===== src/rtl/dmem_pkg.sv =====
// dmem_pkg: shared encodings for the byte-lane data memory controller.
//   - access size encodings (byte / half / word / reserved)
//   - lane count
//   - controller state encoding
//   - size_bytes(): number of bytes touched by an access size
package dmem_pkg;

  localparam int NUM_LANES = 4;

  typedef enum logic [1:0] {
    SIZE_B   = 2'd0,
    SIZE_H   = 2'd1,
    SIZE_W   = 2'd2,
    SIZE_RSV = 2'd3
  } size_e;

  typedef enum logic [1:0] {
    ST_IDLE    = 2'd0,
    ST_RD_WAIT = 2'd1,
    ST_RSP     = 2'd2
  } state_e;

  // Reserved size touches no bytes, so it naturally produces no strobes.
  function automatic logic [2:0] size_bytes(input logic [1:0] size);
    case (size)
      SIZE_B:  return 3'd1;
      SIZE_H:  return 3'd2;
      SIZE_W:  return 3'd4;
      default: return 3'd0;
    endcase
  endfunction

endpackage


===== src/rtl/dmem_lane_rotator.sv =====
// dmem_lane_rotator: combinational lane mapping for the byte-lane BRAMs.
//   addr/size/wdata   : incoming request -> per-lane address, enable, write byte
//   rd_off/rd_size/rd_unsigned/lane_dout : latched load info + raw lane bytes
//                                          -> rotated and extended load data
//   lane_addr  : lane l = {row_l, 2'(l)}
//   lane_en    : lanes touched by the request
//   lane_din   : write byte per lane, 0 on untouched lanes
//   rdata      : formatted load data
module dmem_lane_rotator
  import dmem_pkg::*;
#(
  parameter int ADDR_WIDTH = 13
) (
  input  logic [ADDR_WIDTH-1:0]           addr,
  input  logic [1:0]                      size,
  input  logic [31:0]                     wdata,
  input  logic [1:0]                      rd_off,
  input  logic [1:0]                      rd_size,
  input  logic                            rd_unsigned,
  input  logic [31:0]                     lane_dout,
  output logic [NUM_LANES*ADDR_WIDTH-1:0] lane_addr,
  output logic [NUM_LANES-1:0]            lane_en,
  output logic [31:0]                     lane_din,
  output logic [31:0]                     rdata
);

  localparam int RW = ADDR_WIDTH - 2;

  logic [1:0]    off;
  logic [RW-1:0] row;
  logic [2:0]    nb;
  logic [1:0]    lane_j  [NUM_LANES];
  logic [1:0]    rd_lane [NUM_LANES];
  logic [RW-1:0] row_l   [NUM_LANES];
  logic [31:0]   raw;

  function automatic logic [31:0] extend_load(input logic [31:0] v, input logic [1:0] sz,
                                              input logic uns);
    case (sz)
      SIZE_B:  return {{24{~uns & v[7]}}, v[7:0]};
      SIZE_H:  return {{16{~uns & v[15]}}, v[15:0]};
      SIZE_W:  return v;
      default: return 32'd0;
    endcase
  endfunction

  assign off = addr[1:0];
  assign row = addr[ADDR_WIDTH-1:2];
  assign nb  = size_bytes(size);

  always_comb begin
    lane_addr = '0;
    lane_en   = '0;
    lane_din  = '0;
    raw       = '0;
    for (int k = 0; k < NUM_LANES; k++) begin
      // Lane k carries request byte j = (k - off) mod 4; it is used when j < n.
      lane_j[k]  = 2'(k) - off;
      lane_en[k] = {1'b0, lane_j[k]} < nb;
      // A used lane below the start offset holds a byte that spilled into the next row.
      row_l[k]   = row + RW'(lane_en[k] && (2'(k) < off));
      lane_addr[k*ADDR_WIDTH +: ADDR_WIDTH] = {row_l[k], 2'(k)};
      if (lane_en[k]) lane_din[8*k +: 8] = wdata[{lane_j[k], 3'b000} +: 8];
      // Load byte k comes from lane (off + k) mod 4.
      rd_lane[k] = 2'(k) + rd_off;
      raw[8*k +: 8] = lane_dout[{rd_lane[k], 3'b000} +: 8];
    end
    rdata = extend_load(raw, rd_size, rd_unsigned);
  end

endmodule


===== src/rtl/dmem_lane_ctrl.sv =====
// dmem_lane_ctrl: load/store initiator for four 8-bit byte-lane data BRAMs.
//   REQ_*     : core request (valid/ready), store/load, size, sign, byte address, store data
//   RSP_*     : one-entry load response buffer (valid/ready)
//   LANE_ADDR : per-lane {row, lane} address, shared by BRAM read and write ports
//   LANE_WE/RE: per-lane strobes, high only in the cycle after acceptance
//   LANE_DIN  : per-lane write bytes; LANE_DOUT: per-lane read bytes (valid from negedge)
module dmem_lane_ctrl
  import dmem_pkg::*;
#(
  parameter int ADDR_WIDTH = 13
) (
  input  logic                            CLK,
  input  logic                            RST_N,
  input  logic                            REQ_VALID,
  output logic                            REQ_READY,
  input  logic                            REQ_WE,
  input  logic [1:0]                      REQ_SIZE,
  input  logic                            REQ_UNSIGNED,
  input  logic [ADDR_WIDTH-1:0]           REQ_ADDR,
  input  logic [31:0]                     REQ_WDATA,
  output logic                            RSP_VALID,
  input  logic                            RSP_READY,
  output logic [31:0]                     RSP_RDATA,
  output logic [NUM_LANES*ADDR_WIDTH-1:0] LANE_ADDR,
  output logic [NUM_LANES-1:0]            LANE_WE,
  output logic [NUM_LANES-1:0]            LANE_RE,
  output logic [31:0]                     LANE_DIN,
  input  logic [31:0]                     LANE_DOUT
);

  state_e                          state_p0;
  logic [1:0]                      rd_off_p0;
  logic [1:0]                      rd_size_p0;
  logic                            rd_uns_p0;
  logic                            accept;
  logic [NUM_LANES*ADDR_WIDTH-1:0] rot_addr;
  logic [NUM_LANES-1:0]            rot_en;
  logic [31:0]                     rot_din;
  logic [31:0]                     rot_rdata;

  dmem_lane_rotator #(.ADDR_WIDTH(ADDR_WIDTH)) u_rot (
    .addr        (REQ_ADDR),
    .size        (REQ_SIZE),
    .wdata       (REQ_WDATA),
    .rd_off      (rd_off_p0),
    .rd_size     (rd_size_p0),
    .rd_unsigned (rd_uns_p0),
    .lane_dout   (LANE_DOUT),
    .lane_addr   (rot_addr),
    .lane_en     (rot_en),
    .lane_din    (rot_din),
    .rdata       (rot_rdata)
  );

  // Held low during reset; in RSP a request can only enter when the response retires.
  assign REQ_READY = RST_N && ((state_p0 == ST_IDLE) || ((state_p0 == ST_RSP) && RSP_READY));
  assign accept    = REQ_VALID && REQ_READY;

  always_ff @(posedge CLK) begin
    if (!RST_N) begin
      state_p0  <= ST_IDLE;
      RSP_VALID <= 1'b0;
      RSP_RDATA <= '0;
      LANE_WE   <= '0;
      LANE_RE   <= '0;
      LANE_ADDR <= '0;
      LANE_DIN  <= '0;
    end else begin
      // Stage p0: request issue to the lanes
      LANE_WE <= '0;
      LANE_RE <= '0;
      if (accept) begin
        LANE_ADDR  <= rot_addr;
        LANE_DIN   <= REQ_WE ? rot_din : '0;
        rd_off_p0  <= REQ_ADDR[1:0];
        rd_size_p0 <= REQ_SIZE;
        rd_uns_p0  <= REQ_UNSIGNED;
        if (REQ_WE) LANE_WE <= rot_en;
        else        LANE_RE <= rot_en;
      end
      // Stage p1: read capture and response hand-off
      case (state_p0)
        ST_IDLE: begin
          if (accept && !REQ_WE) state_p0 <= ST_RD_WAIT;
        end
        ST_RD_WAIT: begin
          RSP_RDATA <= rot_rdata;
          RSP_VALID <= 1'b1;
          state_p0  <= ST_RSP;
        end
        ST_RSP: begin
          if (RSP_READY) begin
            RSP_VALID <= 1'b0;
            state_p0  <= (accept && !REQ_WE) ? ST_RD_WAIT : ST_IDLE;
          end
        end
        default: state_p0 <= ST_IDLE;
      endcase
    end
  end

endmodule


===== config.mk =====
export PLATFORM = sky130hd
export DESIGN_NAME = dmem_lane_ctrl
export DESIGN_NICKNAME = d
export VERILOG_FILES = /design/src/rtl/dmem_pkg.sv /design/src/rtl/dmem_lane_rotator.sv /design/src/rtl/dmem_lane_ctrl.sv
export SDC_FILE = /design/constraint.sdc
export NUM_CORES = 1
export LEC_CHECK = 0
export CAP_MARGIN = 20
export CORE_MARGIN = 2
export CORE_UTILIZATION = 47
export DETAILED_ROUTE_END_ITERATION = 6
export GPL_TIMING_DRIVEN = 0
export HOLD_SLACK_MARGIN = 0.05
export PLACE_DENSITY = 0.81
export SYNTH_ARGS = -nofsm -noshare
export SYNTH_HDL_FRONTEND = slang
export SYNTH_SLANG_ARGS = --single-unit

===== constraint.sdc =====
create_clock -name CLK -period 8 [get_ports CLK]
set_input_delay 1.6 -clock CLK [delete_from_list [all_inputs] [get_ports CLK]]
set_output_delay 1.6 -clock CLK [all_outputs]
set_load 0.01 [all_outputs]

==> results.sh <==
export IMPL_status="complete, no violations"
export IMPL_p_comb_share_pct=17.3
export IMPL_wl_per_cell_um=19.33
export IMPL_min_period_ps=5008
export IMPL_area_delta_synth_final_pct=42.68
export IMPL_p_per_area_nw_per_um2=189.0
export IMPL_n_fill_cell=1095
export IMPL_clk_path_buf_depth=2
export IMPL_path_class="input pin to flop"
export IMPL_arrival_ps=5290
export IMPL_min_period_over_period_pct=62.60
export IMPL_setup_violations=0
export IMPL_coreArea_um2=13880
export IMPL_dieArea_um2=15160
export IMPL_grt_max_degree=17
export IMPL_ys_ff_latch=125
export IMPL_ant_nets=0
export IMPL_via_count=6450
export IMPL_rsz0062_at_grt="false"
export IMPL_fin_setup_tns_ps=0
export IMPL_antenna_found_initial=0
export IMPL_grt_use_total_pct=28.01
export IMPL_cts_sinks=125
export IMPL_wirelength_um=21260
export IMPL_vias_per_cell=5.864
export IMPL_required_ps=8280
export IMPL_diodes=0
export IMPL_remaining_drc_errors=0
export IMPL_postSynthAreaPerCell_um2=9.707
export IMPL_synth_warnings=0
export IMPL_p_int_mw=1.350
export IMPL_gr_total_overflow=0
export IMPL_ys_types=44
export IMPL_cp_common_cell="buf_2"
export IMPL_ys_flop_type="dfxtp_1"
export IMPL_hold_ws_ps=462.0
export IMPL_synth_edf_count=5
export IMPL_power_share_switching_pct=24.93
export IMPL_worst_setup_path_end_kind="flop"
export IMPL_ir_drop_v=0.0001370
export IMPL_min_path_type="flop to flop"
export IMPL_drt_iter0_drc=491
export IMPL_skew_ps=6.990
export IMPL_slew_violations=0
export IMPL_nNetsFinal=1002
export IMPL_slowest_delay_ps=600
export IMPL_fmax_mhz=199.7
export IMPL_layout_commonest_cell="clkdlybuf4s50_1"
export IMPL_htree_num_levels=4
export IMPL_seqPwrFrac_pct=37.1
export IMPL_ios=211
export IMPL_hold_viol=0
export IMPL_cts_buffers=17
export IMPL_startpoint_type="input pin"
export IMPL_die_y_um=123.1
export IMPL_ys_async_sr_fraction_pct=0
export IMPL_layout_common_cells="clkdlybuf4s50_1 (198), dfxtp_1 (120), nand2_1 (90)"
export IMPL_relSlewSlack_pct=28.94
export IMPL_post_dp_hpwl_um=15690
export IMPL_pwr_share_clk_pct=45.6
export IMPL_die_w_um=123.1
export IMPL_worstMarginPinSlew_ps=1058
export IMPL_rows=43
export IMPL_netlist_area_um2=6669
export IMPL_max_cap_violations=0
export IMPL_ys_seq_area_share_pct=38.27
export IMPL_drtPass1Iterations=5
export IMPL_place_gp_congestion=0.9429
export IMPL_yosys_area_top_type_share_pct=36.02
export IMPL_layout_drive_gt1_share_pct=10.87
export IMPL_synth_area_leader_cell="dfxtp_1"
export IMPL_root_buffer="clkbuf_16"
export IMPL_critPathSlowestCell="clkdlybuf4s50_1"
export IMPL_clk_latency_ps=420
export IMPL_synthTopCellsByArea="dfxtp_1 (36%), mux4_2 (11%), a21boi_0 (5.4%)"
export IMPL_leakage_nw=3.461
export IMPL_cts_setup_buffers=0
export IMPL_clk_pin_slew_ps=60
export IMPL_grt_pass1_wl_um=32450
export IMPL_initial_core_util_pct=48.04
export IMPL_synth_cells=687
export IMPL_utilization_pct=68.55
export IMPL_total_power_mw=1.798
export IMPL_crit_chain="clkdlybuf4s50_1 > buf_2 > buf_2 > inv_1 > ha_1 > buf_2 > a31oi_1 > clkbuf_1 > nor2_1 > ha_1 > nand3_1 > nor3_1 > xnor2_1 > a21oi_1"
export IMPL_portBuffers=198
export IMPL_grt_pass1_vias=6159
export IMPL_cts_tree="built"
export IMPL_cp_max_fo=10
export IMPL_ctsHoldBuffers=0
export IMPL_ctsResizeCount=0
export IMPL_switchingPower_mw=0.4484
## Yosys cell counts (13+ instances only)
cell	number
a21boi_0	48
a21oi_1	20
buf_2	14
clkbuf_1	46
dfxtp_1	120
mux2i_1	32
mux4_2	34
nand2_1	90
nand4b_1	32
nor2_1	27
nor2b_1	13
o21ai_0	27
o22ai_1	16
xnor2_1	20
## through the flow
stage               setup WS [ps]  cell area, um^2  instances
floorplan                    3948             6680        690
global placement             2671             8887       1068
detailed placement           2600             8887       1068
CTS                          3031             9515       1100
global route                 2743             9515       1100
finish                       2992             9515       1100
## power groups by stage
stage	Combinational (mW)	Clock (mW)	Sequential, mW
detailed placement	0.306	0	0.679
finish	0.311	0.821	0.666
global route	0.332	0.852	0.668
floorplan	0.154	0	0.688
CTS	0.308	0.825	0.666
global placement	0.303	0	0.679
## area by class of cell
class / instances / area (um^2) / area share, %
Buffer: 78 / 359.1 / 3.774
Clock buffer: 23 / 467.9 / 4.918
Clock inverter: 9 / 160.2 / 1.683
Inverter: 6 / 22.52 / 0.2367
Multi-Input combinational cell: 481 / 3746 / 39.37
Sequential cell: 125 / 2552 / 26.82
Tap cell: 180 / 225.2 / 2.367
Timing Repair Buffer: 198 / 1982 / 20.83
## critical path: cells and delay by family
kind	cells	cell delay, ps
compound gates	2	220
xor+xnor	1	190
fa+ha+maj	2	530
buf+inv	6	1880
simple gates	3	860
## state kept, by name, summed over array words and instances (netlist names), 2 cells and up
signal      flops
LANE_ADDR      45
LANE_DIN       32
RSP_RDATA      32
LANE_RE         4
LANE_WE         4
rd_off_p0       2
rd_size_p0      2
state_p0        2
## kinds of logic (layout without fill, tap and decap cells)
family,after synthesis,after routing,share of synthesized area [%]
buf+inv,84,314,5.722
other cells,1,4,0.05623
simple gates,210,210,16.36
xor+xnor,28,28,3.677
flops,125,125,38.27
compound gates,163,163,17.75
mux,66,66,16.29
fa+ha+maj,10,10,1.876
## per-layer routing
metal	vias up	routed length, um	GRT usage [%]
li1	2957	-	-
met1	3014	8589	35.44
met2	427	9893	46.33
met3	52	2183	6.411
met4	0	592	11.08
met5	-	0	0
## path summary, 6_finish.rpt
check	endpoint	slack, ps	depth (start not counted)	from
min reg2reg	LANE_DIN[12]$_SDFFE_PN0N_	460	2	LANE_DIN[12]$_SDFFE_PN0N_
max reg2reg	RSP_RDATA[22]$_SDFFE_PN0P_	5990	6	rd_off_p0[0]$_DFFE_PN_
min	LANE_DIN[12]$_SDFFE_PN0N_	460	2	LANE_DIN[12]$_SDFFE_PN0N_
max	LANE_ADDR[37]$_SDFFE_PN0N_	2990	14	REQ_ADDR[1]
Power figures use the tool's default switching activity.
==> edit 1 (config.mk and constraints unchanged) <==
Encoding of `state_e`: now one-hot (3 bits for 3 states).
--- a/src/rtl/dmem_pkg.sv
+++ b/src/rtl/dmem_pkg.sv
@@ -14,10 +14,10 @@
     SIZE_RSV = 2'd3
   } size_e;
 
-  typedef enum logic [1:0] {
-    ST_IDLE    = 2'd0,
-    ST_RD_WAIT = 2'd1,
-    ST_RSP     = 2'd2
+  typedef enum logic [2:0] {
+    ST_IDLE    = 3'b001,
+    ST_RD_WAIT = 3'b010,
+    ST_RSP     = 3'b100
   } state_e;
 
   // Reserved size touches no bytes, so it naturally produces no strobes.
Behaviour: no difference found for any inputs over 4 cycles, from zero or initial values and one cycle with RST_N low; so few cycles prove little.
==> edit 1 against the unedited design <==
Total power up 1.2%. Worst setup slack worse by 0.24 ns. Area after synthesis down 5.2%. First-iteration DRC count up 18%. Routed wire length down 8.6%. Die area down 5.0%. Sequential cell count up 1. Largest cell class unchanged. Cell area down 3.2%.
==> edit 1: results (changes against the unedited design) <==
Critical path
  • Origin of the critical flop-to-flop path: state_p0[2] (was rd_off_p0[0])
  • Worst endpoint data arrival time: 3.65 ns (was 5.29 ns)
  • Worst path slowest cell: clkdlybuf4s50_1 (unchanged)
  • CP peak stage delay: 0.62 ns (was 0.60 ns)
  • CP startpoint: RST_N (was REQ_ADDR[1])

Global route
  • Global-route wire length before repair: 30.5 mm (was 32.5 mm)
  • Total track usage: 27.2% (was 28.0%)
  • Initial antenna violation count: 0 (unchanged)
  • Number of global-route vias before repair: 5794 (was 6159)

Synth
  • Area contributors post-synth: dfxtp_1, mux4_2, nand2_1, nand3_1, o21ai_0 (was dfxtp_1, mux4_2, a21boi_0, nand2_1, mux2i_1)
  • Synth Area in XOR/XNOR: 4.02% (was 3.68%)
  • Sequential fraction of the synthesis area: 40.7% (was 38.3%)
  • Post-synthesis compound-gate area fraction: 15.2% (was 17.7%)
  • Synth cell count leaders: dfxtp_1, nand2_1, nand3_1 (was dfxtp_1, nand2_1, a21boi_0)
  • Unique masters post-synth: 54 (was 44)
  • Synthesis Warnings: 0 (unchanged)
  • Adder-Cell Fraction of Synth Area: 1.98% (was 1.88%)
  • Mux contribution to synthesized area: 16.2% (was 16.3%)

Cells and area
  • NumNets Final: 985 (was 1002)
  • # diodes: 0 (unchanged)
  • FILL cells: 991 (was 1095)
  • Share of cells above drive strength 1: 13.7% (was 10.9%)

Pwr
  • Sw Pwr: 0.444 mW (was 0.448 mW)
  • VDD IR max: 161 uV (was 137 uV)
  • Leakage: 3.63 nW (was 3.46 nW)

Placement
  • Port-buffer cells: 200 (was 198)
  • Placed cell areas: 8560 sq um (was 8890 sq um)
  • Dpl ws: 2.77 ns (was 2.60 ns)
  • GP Congestion: 0.945 (was 0.943)
  • Detailed placement HPWL: 14.3 mm (was 15.7 mm)

Timing
  • Layout Skew: 0.00664 ns (was 0.00699 ns)
  • Least-Margin Pin Slew: 0.870 ns (was 1.06 ns)

Clock network
  • Root buf cell: clkbuf_16 (unchanged)
  • Clk_lat worst skew: 0.42 ns (about the same)
  • Clock transition at the registers of the reported paths: 0.05 ns
  • Post-CTS Setup Bufs: 0 (unchanged)

Worst hold path
  • Hold/Removal Path Class: flop to flop (unchanged)
  • Min-delay src: LANE_ADDR[16] (was LANE_DIN[12])

Detailed routing
  • M1 wire length: 7.41 mm (was 8.59 mm)
  • Iter 0 DRT Violations: 577 (was 491)
  • DR WL/cell: 18.0 microns (was 19.3 microns)
  • Routed met3 length: 2.10 mm (was 2.18 mm)
  • Vias per cell: 5.55 (was 5.86)
  • Detail Route met2 WL: 9.37 mm (was 9.89 mm)

Outcome
  • Status: finished, final reports clean (unchanged)
edit 1: cell types whose count changed after synthesis, sizes merged, moves of 21 or more:
cell,unedited run,this run
a21boi,48,1
a22oi,1,28
clkbuf,46,25
nand3,10,52
nand4b,32,0
o2bb2ai,0,24
edit 1: cell type report:
class	count	area (sq um)	area share, %
Tap cell	176	220	2.39
Buffer	66	333	3.61
Sequential cell	126	2570	27.9
Multi-Input combinational cell	466	3380	36.7
Timing Repair Buffer	200	2000	21.7
Inverter	13	48.8	0.530
Clock inverter	9	155	1.68
Clock buffer	23	498	5.41
edit 1: metrics by stage:
stage               hold slack [ns]  cells  power [mW]
CTS                           0.454   1079        1.82
finish                        0.452   1079        1.82
detailed placement            0.445   1047       0.980
global route                  0.481   1079        1.88
global placement              0.442   1047       0.976
floorplan                     0.478    671       0.835
edit 1: worst register-to-register path: stages, from the launching register on:
cell and delay, ns:
dfxtp_1 0.42, and3b_1 0.26, o2111ai_4 0.21, inv_2 0.21, clkbuf_1 0.53
edit 1: routing by layer:
layer  vias to the layer above  GRT usage (%)
met5                         -              0
met4                         0           11.0
met3                        43           9.98
met2                       330           44.0
met1                      2779           32.8
li1                       2840              -
edit 1: worst paths after layout:
| check | cells past startpoint | slack, ns | endpoint |
|---|---|---|---|
| setup / recovery | 5 | 2.75 | REQ_READY |
| hold / removal | 2 | 0.45 | LANE_ADDR[16] |
| setup reg to reg | 4 | 6.00 | rd_uns_p0 |
| hold reg to reg | 2 | 0.45 | LANE_ADDR[16] |
edit 1: power groups by stage:
stage | Clock [mW] | Combinational (mW) | Sequential (mW)
after floorplan | 0 | 0.136 | 0.699
after global placement | 0 | 0.287 | 0.689
after detailed placement | 0 | 0.290 | 0.689
after CTS | 0.855 | 0.293 | 0.676
after global routing | 0.886 | 0.316 | 0.679
final | 0.850 | 0.293 | 0.677
==> edit 2 (config.mk and constraints unchanged) <==
Made on the original files. `ADDR_WIDTH` is set to 13 in 2 places; all go to 14.
--- a/src/rtl/dmem_lane_rotator.sv
+++ b/src/rtl/dmem_lane_rotator.sv
@@ -9,7 +9,7 @@
 module dmem_lane_rotator
   import dmem_pkg::*;
 #(
-  parameter int ADDR_WIDTH = 13
+  parameter int ADDR_WIDTH = 14
 ) (
   input  logic [ADDR_WIDTH-1:0]           addr,
   input  logic [1:0]                      size,
--- a/src/rtl/dmem_lane_ctrl.sv
+++ b/src/rtl/dmem_lane_ctrl.sv
@@ -7,7 +7,7 @@
 module dmem_lane_ctrl
   import dmem_pkg::*;
 #(
-  parameter int ADDR_WIDTH = 13
+  parameter int ADDR_WIDTH = 14
 ) (
   input  logic                            CLK,
   input  logic                            RST_N,
Interface: changed (resized LANE_ADDR and REQ_ADDR); port bits go from 211 to 216. The function was not compared with the original's and may differ.
==> edit 2 against the unedited design <==
Cell area up 2.5%. Largest power group unchanged. Sequential power grew 4.4%. Critical endpoint is now REQ_READY. Worst setup slack better by 0.18 ns. Via count shrank 3.6%. Sequential cell count up 4. Cell count up 1.0%. Area after synthesis increased by 3.8%. Highest routed layer unchanged. Total power down 2.6%. Routed wire length shrank 2.3%. Critical path depth down 10.
==> edit 2: results (changes against the unedited design) <==
Outcome
  • Status: finished, final reports clean (unchanged)

Placement
  • Port-buffer cells: 204 (was 198)
  • Dpl ws: 2.89 ns (was 2.60 ns)
  • Detailed placement HPWL: 15.6 mm (was 15.7 mm)
  • Inst Count DP: 1081 (was 1068)
  • Placed cell areas: 9210 sq um (was 8890 sq um)

Detailed routing
  • Detailed-route wire length: 20.8 mm (was 21.3 mm)
  • Vias: 6221 (was 6450)
  • Iter 0 DRT Violations: 514 (was 491)

Cells and area
  • Share of cells above drive strength 1: 14.2% (was 10.9%)
  • Biggest regs: LANE_ADDR x49, LANE_DIN x32, RSP_RDATA x32 (was LANE_ADDR x45, LANE_DIN x32, RSP_RDATA x32)
  • Footprint of the multi-input gates: 3830 sq um (was 3750 sq um)
  • FILL cells: 1163 (was 1095)
  • NumNets Final: 1012 (was 1002)

Synth
  • Synth cell count leaders: dfxtp_1, nand2_1, a21oi_1 (was dfxtp_1, nand2_1, a21boi_0)
  • Synth Area per Inst: 10.0 sq um (was 9.71 sq um)
  • Unique masters post-synth: 58 (was 44)
  • Area contributors post-synth: dfxtp_1, mux4_2, nand2_1, mux2i_1, a21oi_1 (was dfxtp_1, mux4_2, a21boi_0, nand2_1, mux2i_1)

Pwr
  • VDD IR max: 140 uV (was 137 uV)

Timing
  • Layout Skew: 0.0121 ns (was 0.00699 ns)
  • Slew HR: 44.9% (was 28.9%)

Global route
  • Global-route wire length before repair: 32.5 mm (about the same)
  • Number of global-route vias before repair: 6039 (was 6159)
  • Total track usage: 26.1% (was 28.0%)

Critical path
  • Worst endpoint data arrival time: 3.23 ns (was 5.29 ns)
edit 2: critical path: cells and delay by family:
kind | cells | cell delay, ns
buf+inv | 2 | 1.24
simple gates | 2 | 0.39
edit 2: path summary, 6_finish.rpt:
| kind | end | slack [ns] | cells past startpoint | startpoint |
|---|---|---|---|---|
| max | REQ_READY | 3.17 | 4 | RST_N |
| min | LANE_ADDR[50] | 0.46 | 2 | LANE_ADDR[50] |
| max reg2reg | rd_size_p0[1] | 6.14 | 4 | state_p0[0] |
| min reg2reg | LANE_ADDR[50] | 0.46 | 2 | LANE_ADDR[50] |
edit 2: layer usage:
metal	GRT usage, %	wire (microns)
met5	0	0
met4	9.54	472
met3	6.63	1450
met2	42.3	9940
met1	33.9	8900
edit 2: power by group through the flow:
stage	combinational (mW)	sequential, mW	clock [mW]
2_1_floorplan	0.161	0.718	0
3_3_place_gp	0.322	0.707	0
3_5_place_dp	0.326	0.707	0
5_1_grt	0.354	0.697	0.765
6_report	0.330	0.695	0.726
4_1_cts	0.328	0.694	0.737
edit 2: layout make-up:
class,count,share of cell area [%]
plain buffers,66,3.84
clock buffers,22,4.76
clock inverters,8,0.847
inverters,27,1.04
multi-input cells,471,39.2
flip-flops and latches,129,27.0
well taps,184,2.36
repair buffers,204,20.9
edit 2: cell families (layout without fill, tap and decap cells):
family	count (synthesis)	in the layout	synth area share, %
AO/OA/AOI/OAI	187	187	19.1
XOR/XNOR	31	31	3.92
AND/OR/NAND/NOR	164	164	12.4
other	1	4	0.0542
buffers and inverters	93	327	6.87
multiplexers	75	75	17.8
adder cells (fa/ha/maj)	10	10	1.81
flip-flops	129	129	38.0
